[config.mk]
export PLATFORM = sky130hd
export DESIGN_NAME = spi_arb
export DESIGN_NICKNAME = d
export VERILOG_FILES = /design/src/rtl/spi_arb.sv
export SDC_FILE = /design/constraint.sdc
export NUM_CORES = 1
export LEC_CHECK = 0
export CAP_MARGIN = 40
export CORE_MARGIN = 2
export CORE_UTILIZATION = 50
export DETAILED_ROUTE_END_ITERATION = 8
export PLACE_DENSITY = 0.85
export SKIP_LAST_GASP = 1
export SLEW_MARGIN = 10
export SYNTH_ARGS = -nofsm -noshare
export SYNTH_HDL_FRONTEND = slang
export SYNTH_SLANG_ARGS = --single-unit
[constraint.sdc]
create_clock -name clk -period 3.8 [get_ports clk]
set_input_delay 0.95 -clock clk [delete_from_list [all_inputs] [get_ports clk]]
set_output_delay 0.95 -clock clk [all_outputs]
set_load 0.02 [all_outputs]
[src/rtl/spi_arb.sv]
// Two-port round-robin arbiter sharing one SPI monarch between two serfs.
// Latches requester commands, routes SS_n/MISO to the granted serf.
module spi_arb (
    input  logic        clk,
    input  logic        rst_n,
    input  logic        wrt0,
    input  logic [15:0] cmd0,
    output logic        done0,
    output logic [15:0] rd_data0,
    output logic        ovr0,
    input  logic        wrt1,
    input  logic [15:0] cmd1,
    output logic        done1,
    output logic [15:0] rd_data1,
    output logic        ovr1,
    output logic        m_wrt,
    output logic [15:0] m_cmd,
    input  logic        m_done,
    input  logic [15:0] m_rd_data,
    input  logic        m_SS_n,
    output logic        SS0_n,
    output logic        SS1_n,
    input  logic        MISO0,
    input  logic        MISO1,
    output logic        m_MISO,
    output logic        busy,
    output logic        owner
);

    typedef enum logic [1:0] {IDLE, LAUNCH, XFER} state_t;

    state_t      state_q, state_d;
    logic        pend0_q, pend0_d;
    logic        pend1_q, pend1_d;
    logic [15:0] cmd_reg0_q, cmd_reg0_d;
    logic [15:0] cmd_reg1_q, cmd_reg1_d;
    logic        last_q, last_d;
    logic        owner_q, owner_d;
    logic        m_wrt_q, m_wrt_d;
    logic [15:0] m_cmd_q, m_cmd_d;
    logic        done0_q, done0_d;
    logic        done1_q, done1_d;
    logic [15:0] rd_data0_q, rd_data0_d;
    logic [15:0] rd_data1_q, rd_data1_d;
    logic        ovr0_q, ovr0_d;
    logic        ovr1_q, ovr1_d;
    logic        grant;
    logic        fin0;
    logic        fin1;

    always_comb begin
        state_d    = state_q;
        pend0_d    = pend0_q;
        pend1_d    = pend1_q;
        cmd_reg0_d = cmd_reg0_q;
        cmd_reg1_d = cmd_reg1_q;
        last_d     = last_q;
        owner_d    = owner_q;
        m_wrt_d    = 1'b0;
        m_cmd_d    = m_cmd_q;
        done0_d    = 1'b0;
        done1_d    = 1'b0;
        rd_data0_d = rd_data0_q;
        rd_data1_d = rd_data1_q;
        ovr0_d     = 1'b0;
        ovr1_d     = 1'b0;

        fin0  = (state_q == XFER) && m_done && !owner_q;
        fin1  = (state_q == XFER) && m_done && owner_q;
        // On a tie the port that did not go last wins
        grant = (pend0_q && pend1_q) ? ~last_q : ~pend0_q;

        unique case (state_q)
            IDLE: begin
                if (pend0_q || pend1_q) begin
                    owner_d = grant;
                    m_cmd_d = grant ? cmd_reg1_q : cmd_reg0_q;
                    m_wrt_d = 1'b1;
                    state_d = LAUNCH;
                end
            end
            LAUNCH: state_d = XFER;
            XFER: begin
                if (m_done) begin
                    state_d = IDLE;
                    last_d  = owner_q;
                    if (owner_q) begin
                        rd_data1_d = m_rd_data;
                        done1_d    = 1'b1;
                    end else begin
                        rd_data0_d = m_rd_data;
                        done0_d    = 1'b1;
                    end
                end
            end
            default: state_d = IDLE;
        endcase

        // A new request in the completing cycle re-arms the port
        if (fin0) pend0_d = 1'b0;
        if (fin1) pend1_d = 1'b0;
        if (wrt0) begin
            if (!pend0_q || fin0) begin
                pend0_d    = 1'b1;
                cmd_reg0_d = cmd0;
            end else begin
                ovr0_d = 1'b1;
            end
        end
        if (wrt1) begin
            if (!pend1_q || fin1) begin
                pend1_d    = 1'b1;
                cmd_reg1_d = cmd1;
            end else begin
                ovr1_d = 1'b1;
            end
        end
    end

    always_ff @(posedge clk or negedge rst_n) begin
        if (!rst_n) begin
            state_q    <= IDLE;
            pend0_q    <= 1'b0;
            pend1_q    <= 1'b0;
            cmd_reg0_q <= 16'h0;
            cmd_reg1_q <= 16'h0;
            last_q     <= 1'b1;
            owner_q    <= 1'b0;
            m_wrt_q    <= 1'b0;
            m_cmd_q    <= 16'h0;
            done0_q    <= 1'b0;
            done1_q    <= 1'b0;
            rd_data0_q <= 16'h0;
            rd_data1_q <= 16'h0;
            ovr0_q     <= 1'b0;
            ovr1_q     <= 1'b0;
        end else begin
            state_q    <= state_d;
            pend0_q    <= pend0_d;
            pend1_q    <= pend1_d;
            cmd_reg0_q <= cmd_reg0_d;
            cmd_reg1_q <= cmd_reg1_d;
            last_q     <= last_d;
            owner_q    <= owner_d;
            m_wrt_q    <= m_wrt_d;
            m_cmd_q    <= m_cmd_d;
            done0_q    <= done0_d;
            done1_q    <= done1_d;
            rd_data0_q <= rd_data0_d;
            rd_data1_q <= rd_data1_d;
            ovr0_q     <= ovr0_d;
            ovr1_q     <= ovr1_d;
        end
    end

    assign busy     = (state_q != IDLE);
    assign owner    = owner_q;
    assign m_wrt    = m_wrt_q;
    assign m_cmd    = m_cmd_q;
    assign done0    = done0_q;
    assign done1    = done1_q;
    assign rd_data0 = rd_data0_q;
    assign rd_data1 = rd_data1_q;
    assign ovr0     = ovr0_q;
    assign ovr1     = ovr1_q;
    assign SS0_n    = (busy && !owner_q) ? m_SS_n : 1'b1;
    assign SS1_n    = (busy && owner_q) ? m_SS_n : 1'b1;
    assign m_MISO   = owner_q ? MISO1 : MISO0;

endmodule

Word-level counts from Yosys, hierarchy flattened
Cells that the tools add are included.

Eq/ne operators: 4. Mux-type cells: 26. Bitwise logic cells: 3. Reduce and logical (&&, ||, !) cells: 21.

Operators by type and width (count): $mux 1 (22); $mux 16 (1); $reduce_and 2->1 (5); $logic_and 1x1->1 (6); $pmux 2 s3 (1); $reduce_and 3->1 (2); $mux 2 (2); $ne 2x2->1 const B (2); $logic_not 1->1 (3); $logic_or 1x1->1 (3); $not 1->1 (3); $eq 2x1->1 const B (1); $eq 2x2->1 const B (1); $logic_not 2->1 (1); $reduce_bool 2->1 (1).

Bits in registers: 91. Output and inout bits: 58. Logic and storage cells: 69.

Longest topological paths before layout
Gate-level depths: netlist (run 1).

Word-level depth: 6. Gate-level depth with buffers: 7.

Worst setup path before layout (run 1)
No wires, ideal clock.

Path kind: input to output. Start: in m_SS_n. End: out SS0_n. Arrival time: 1.387 ns. Required time: 2.850 ns. Slack: 1.463 ns. Cell stages on the path: 1. Cells stage by stage: or3_1.

Longest elaborated chain between the ends: 1.

Ends and longest elaborated chain: start: declaration (line 20) `input logic m_SS_n,`; $mux 1 (line 166) `assign SS0_n = (busy && !owner_q) ? m_SS_n : 1'b1;`; end: declaration (line 21) `output logic SS0_n,`.

No other way between the ends.

Final worst setup path (run 1)
Ends and elaborated chain as after synthesis.

==> results.md, run 1 <==
- Routability cong.: between 0.7 and 0.8
- Pleak: between 2 and 2.5 nW
- Count of final setup violators: 0
- Sequential share of power: 0.387
- Status: completed
- Period minus WS final: between 3 and 4 ns
- Switching pwr: 0.001564 W
- Slowest cell delay on critical path: about 0.55 ns
- Share of post-route cells with drive strength above 1: 0.2090
- Global-route wire length before repair: approximately 13,000 um
- Vias per inst: between 5 and 6
- Finished Layout Cells: between 400 and 500
- DIE WIDTH: roughly 91 um
- Worst hold margin: about 0.49 ns
- Root Buffer: clkbuf_8
- Sequential share of the synthesized area: 0.6074
- Core box area: between 7000 and 8000 sq um
- Most used DFF post-synth: dfrtp_1
- Register area: between 2000 and 2500 sq um
- Die ar.: a little over 8000 sq um
- Worst Hold Class: reg2reg
- Gr usage total: 0.2072
- DRT Pass-1 Iters: 4
- Crit. End Element: output port
- Fmax: 0.3115 GHz
- Hold Buf Count CTS: 0
- Commonest non-fill, non-tap cell in the layout: clkdlybuf4s50_1
- Gate power share: 0.458
- Final ANT Viol Nets: 0
- # IOs: between 100 and 150
- Die height: 90.62 um
- Synth Register Bits: 91
- Port bufs: roughly 110
- Worst EP required: 2.85 ns
- Commonest cells after routing, fill and taps aside: 112 x clkdlybuf4s50_1, 90 x dfrtp_1, 49 x mux2_2, 17 x mux2_1
- # diodes: 0
- P per Cell Area: a little under 900 nW/um^2
- CTS tree: yes
- CTS Buf Count: 9
- Largest net degree at the start of global routing: slightly below 50
- Worst-Margin Slew: roughly 0.7 ns
- # DRC: 0
- CTS sink count: 91
- Initial antenna violation count: 0
- Slew HR: 0.5408
- Switch share: 0.3531
- Crit path max fanout: 2
- Hpwl dp: around 6000 um
- Area Overhead vs Synth: 36.02%
- WS Path Type: in2out
- Fin util: 0.7035
- DR iter-0 viols: around 140
- Internal power: 0.002866 W
- Post-CTS Repair Setup Buffers: 0
- Final period util: 0.8447
- Placed cell areas: between 4000 and 5000 sq um
- Startpoint Class: input pin
- Maximum resistive drop on vdd: ~0.48 mV
- Row count: 31
- CTS H-tree lvls: 3
- Mean routed wirelength per cell: around 17 um
- Post-synth ARST share: 1.000
- EDFF count, synth: 0
- RSZ-0062 raised after global routing: no
- Clk buf depth: 2
- Final Max Tran Viols: 0
- Max cap viols: 0
- Wirelength, routed: a little over 8000 um
- Slowest stage cell on the critical path: clkdlybuf4s50_1
- Synthesized area: between 3000 and 4000 sq um
- Arrival time worst endpoint: about 2.3 ns
- Syn Inst Count: 265
- Initial Util: 0.5172
- Clock power frac: 0.156
- Crit-path most repeated cell: clkdlybuf4s50_1
- Footprint of the multi-input gates: between 1000 and 1500 sq um
- Net count, final: 430
- Synth warn: 0
- Via count: 2,550
- Setup TNS: 0 ns
- Final Cell Area: 5102 sq um
- Placed Cells: 462
- Final hold vios: 0
- Final Skew: roughly 0.014 ns
- Cell Chain, Critical Path: clkdlybuf4s50_1 > or3_1 > clkdlybuf4s50_1
- Mean Syn Cell Area: ~14 sq um
- CTS clk-pin slew, worst paths: approximately 0.080 ns
- Fill count: between 500 and 600
- Syn Nets: approximately 320
- Vias in the first global route: roughly 2,700
- Library cells used by synthesis: 33
- CTS resizes: 0
- Clk Latency, worst-skew pair: roughly 0.34 ns
- GRT Residual Overflow: 0
## final cells by class
type                       instances  area share
sequential                        91      0.4465
multi-input combinational        152      0.2565
timing repair buffer             117      0.2295
clock buffer                      13     0.02918
tap                               99     0.02428
clock inverter                     2     0.01177
inverter                           3    0.002207
## registers in the layout (all words and copies together), names as in the netlist
| name | flops |
|---|---|
| cmd_reg0_q | 16 |
| cmd_reg1_q | 16 |
| done0 | 1 |
| done1 | 1 |
| last_q | 1 |
| m_cmd | 16 |
| m_wrt | 1 |
| ovr0 | 1 |
| ovr1 | 1 |
| owner | 1 |
| pend0_q | 1 |
| pend1_q | 1 |
| rd_data0 | 16 |
| rd_data1 | 16 |
| state_q | 2 |
## worst max-delay path: cells and delay by family
| kind | cells | cell delay [ns] |
|---|---|---|
| and+or+nand+nor | 1 | 0.35 |
| buffers and inverters | 2 | 0.97 |
## cells by family after synthesis
group	share of synthesized area
and+or+nand+nor	0.04838
buffers and inverters	0.04370
AOI/OAI and AO/OA	0.1024
muxes	0.1981
DFF	0.6074
## stage by stage
stage / power, W / setup slack [ns]
after floorplan: 0.002923 / 1.463
final: 0.004430 / 0.5902
after detailed placement: 0.003776 / 0.5896
after CTS: 0.004468 / 0.5919
after global placement: 0.003686 / 0.6111
after global routing: 0.004668 / 0.5618
## power groups by stage
stage	Sequential [W]	Combinational, W	Clock [W]
after floorplan	0.00201	0.000914	0
after global placement	0.00171	0.00198	0
after detailed placement	0.00173	0.00205	0
after CTS	0.00171	0.00205	0.000704
after global routing	0.00176	0.00216	0.000743
final	0.00171	0.00203	0.000691
## path summary, 6_finish.rpt
| check | cells after the start | slack, ns | startpoint | end |
|---|---|---|---|---|
| worst max-delay path | 3 | 0.59 | m_SS_n | SS0_n |
| worst min-delay path | 1 | 0.49 | rd_data0[4] | rd_data0[4] |
| worst max register to register | 3 | 1.39 | pend0_q | cmd_reg0_q[0] |
| worst min register to register | 1 | 0.49 | rd_data0[4] | rd_data0[4] |
| max in group asynchronous | 2 | 2.55 | rst_n | cmd_reg1_q[10] |
| min in group asynchronous | 1 | 0.61 | rst_n | rd_data0[10] |
## layer usage
layer	track usage	vias up	part of all wire
li1	-	1169	-
met3	0.03088	9	0.040
met1	0.2689	1310	0.42
met2	0.3532	62	0.53
met4	0.07821	0	0.015
met5	0	-	0
## cells in the mapped netlist (2+ instances only)
library cell / n / area share
dfrtp_1: 90 / 0.60
mux2_2: 49 / 0.15
o21ai_0: 13 / 0.017
nand2_1: 2 / 0.0020
buf_2: 4 / 0.0053
mux2_1: 17 / 0.051
inv_1: 3 / 0.0030
a31oi_1: 7 / 0.012
a31oi_2: 9 / 0.030
clkbuf_1: 6 / 0.0060
a21o_1: 2 / 0.0040
a21oi_1: 16 / 0.021
nand3_1: 16 / 0.021
buf_6: 8 / 0.024
nor2_1: 3 / 0.0030
o21ai_1: 3 / 0.0040
(Power assumes the default switching activity.)
==> run 2, diff against run 1 <==
- CORE_UTILIZATION: 50 -> 47
- PLACE_DENSITY: 0.85 -> 0.8
- clock period: 3.8 -> 3.05 ns (I/O delays scaled with it)
==> run 2 against run 1 <==
Clock-buffer cell count fell by 1. Wire length rose by 2.7%. Worst setup slack got worse by 0.39 ns. Die area rose by 6.1%. Critical path type unchanged. Critical endpoint unchanged. Largest power group unchanged.
==> results.md, run 2 (synthesis results as in run 1) <==
- Worst r2r src: pend0_q
- Area Overhead vs Synth: 36.02% (unchanged)
- Final Skew: 0.007104 ns (-0.006884 ns)
- CTS sink count: 91 (unchanged)
- Final hold vios: 0 (unchanged)
- Startpoint Class: input pin
- Hold Buf Count CTS: 0 (unchanged)
- Fmax: ~0.35 GHz
- Mean routed wirelength per cell: 17.62 um (+1.2%)
- Worst hold margin: 0.3600 ns (-0.1291 ns)
- Gr usage total: 0.1985 (-0.008686)
- Global-route wire length before repair: 13,170 um (-1.0%)
- Wirelength, routed: 8529 um (+2.7%)
- RSZ-0062 raised after global routing: no
- DIE WIDTH: 93.34 um (+3.0%)
- Initial antenna violation count: 0 (unchanged)
- Total length of routed met3 wires: 434 um (+31%)
- Clk Latency, worst-skew pair: 0.35 ns (about the same)
- Core box area: 7727 sq um (+6.5%)
- CTS H-tree lvls: 3 (unchanged)
- Hpwl dp: 5910 um (+1.4%)
- # diodes: 0 (unchanged)
- Met2 WL post-DR: 4466 um (+1.8%)
- Vias per inst: 5.376 (+0.56%)
- Period minus WS final: 2.849 ns
- CTS Buf Count: 9 (unchanged)
- CTS clk-pin slew, worst paths: 0.08 ns (about the same)
- Worst EP required: 2.29 ns (-0.56 ns)
- Commonest cells after routing, fill and taps aside: 112 x clkdlybuf4s50_1, 90 x dfrtp_1, 49 x mux2_2, 17 x mux2_1
- Worst Setup SP: m_SS_n
- Max cap viols: 0 (unchanged)
- Final ANT Viol Nets: 0 (unchanged)
- Initial Util: 0.4854 (-0.03174)
- Slew HR: 0.5298 (-0.01104)
- Post-CTS Repair Setup Buffers: 0 (unchanged)
- Row count: 32 (+3.2%)
- Arrival time worst endpoint: 2.09 ns (-0.17 ns)
- CTS resizes: 0 (unchanged)
- Worst-Margin Slew: 0.7054 ns (+0.01828 ns)
- Capturing point of the worst reg2reg path: owner
- Die ar.: 8711 sq um (+6.1%)
- Die height: 93.34 um (+3.0%)
- Share of post-route cells with drive strength above 1: 0.2199 (+0.01090)
- Vias in the first global route: 2,621 (-2.4%)
- DRT Pass-1 Iters: 5 (+1)
- # IOs: 114 (unchanged)
- Final period util: 0.9340
- Crit. End Element: output port
- GRT Residual Overflow: 0 (unchanged)
- Worst Hold Class: in2async
- Fill count: 600 (+12%)
- Final Max Tran Viols: 0 (unchanged)
- R2r worst-path depth: 3 (unchanged)
- Highest routed layer: met4
- Port bufs: 113 (unchanged)
- Flop-to-flop setup slack: 0.87 ns (-0.52 ns)
- Setup TNS: 0 ns (unchanged)
- Commonest non-fill, non-tap cell in the layout: clkdlybuf4s50_1
- DR iter-0 viols: 111 (-20%)
- WS Path Type: in2out
- Net count, final: 433 (+0.70%)
- Pleak: 2.117 nW (about the same)
- Count of final setup violators: 0 (unchanged)
- Largest net degree at the start of global routing: 37 (-24%)
- Register area: 2278 sq um (unchanged)
- Status: completed
- P per Cell Area: 1069 nW/um^2 (+23%)
- Footprint of the multi-input gates: 1309 sq um (unchanged)
- Metal-1 WL: 3497 um (+1.2%)
- Crit path max fanout: 2 (unchanged)
- Maximum resistive drop on vdd: 0.5650 mV (+19%)
- Routability cong.: 0.7529 (about the same)
- Root Buffer: clkbuf_8
- # DRC: 0 (unchanged)
- Via count: 2,602 (+2.0%)
- Clk buf depth: 2 (unchanged)
- CTS tree: yes
run 2: cell count changes in the layout (fill, tap and decap cells not counted), sizes merged:
| cell | before | now |
|---|---|---|
| buf | 5 | 8 |
| bufinv | 2 | 1 |
| clkbuf | 13 | 12 |
| clkinv | 0 | 1 |
| clkinvlp | 0 | 2 |
run 2: cell type report:
type | count | share of cell area
sequential | 91 | 0.4465
multi-input combinational | 152 | 0.2565
timing repair buffer | 120 | 0.2315
clock buffer | 12 | 0.02845
tap | 102 | 0.02501
clock inverter | 4 | 0.009809
inverter | 3 | 0.002207
run 2: metal layers:
metal,global-route usage,up-vias
met3,0.02981,10
met2,0.3459,93
met4,0.07966,0
met5,0,-
li1,-,1178
met1,0.2480,1321
run 2: power breakdown:
| group | switching (W) | total, W | leakage [nW] | internal, W |
|---|---|---|---|---|
| sequential | 0.000334 | 0.00213 | 1.09 | 0.00180 |
| combinational | 0.00124 | 0.00253 | 0.939 | 0.00129 |
| clock | 0.000395 | 0.000796 | 0.0926 | 0.000401 |
run 2: through the flow:
stage	power (W)	std cells	cell area [sq um]	setup WS, ns	utilization
floorplan	0.003641	265	3751	1.088	-
global placement	0.004604	468	4907	0.2317	0.6350
detailed placement	0.004699	468	4907	0.2022	0.6350
CTS	0.005496	484	5102	0.2028	0.6603
global route	0.005744	484	5102	0.1868	0.6603
finish	0.005456	484	5102	0.2014	0.6603
run 2: how the worst max path moves through the flow:
| stage | endpoint | slack [ns] | depth (start not counted) |
|---|---|---|---|
| 2_1_floorplan | SS0_n | 1.09 | 1 |
| 3_3_place_gp | SS0_n | 0.23 | 3 |
| 3_5_place_dp | SS0_n | 0.20 | 3 |
| 4_1_cts | SS0_n | 0.20 | 3 |
| 5_1_grt | SS0_n | 0.19 | 3 |
| 6_report | SS0_n | 0.20 | 3 |
run 2: critical path, cell delays in order:
cell and delay (ns):
clkdlybuf4s50_1 0.42, or3_1 0.36, clkdlybuf4s50_1 0.54
==> run 3, diff against run 2 <==
- CTS_CLUSTER_SIZE: default -> 12
==> results of run 3 <==
No change in the layout: final DEF, timing and power equal those of run 2.
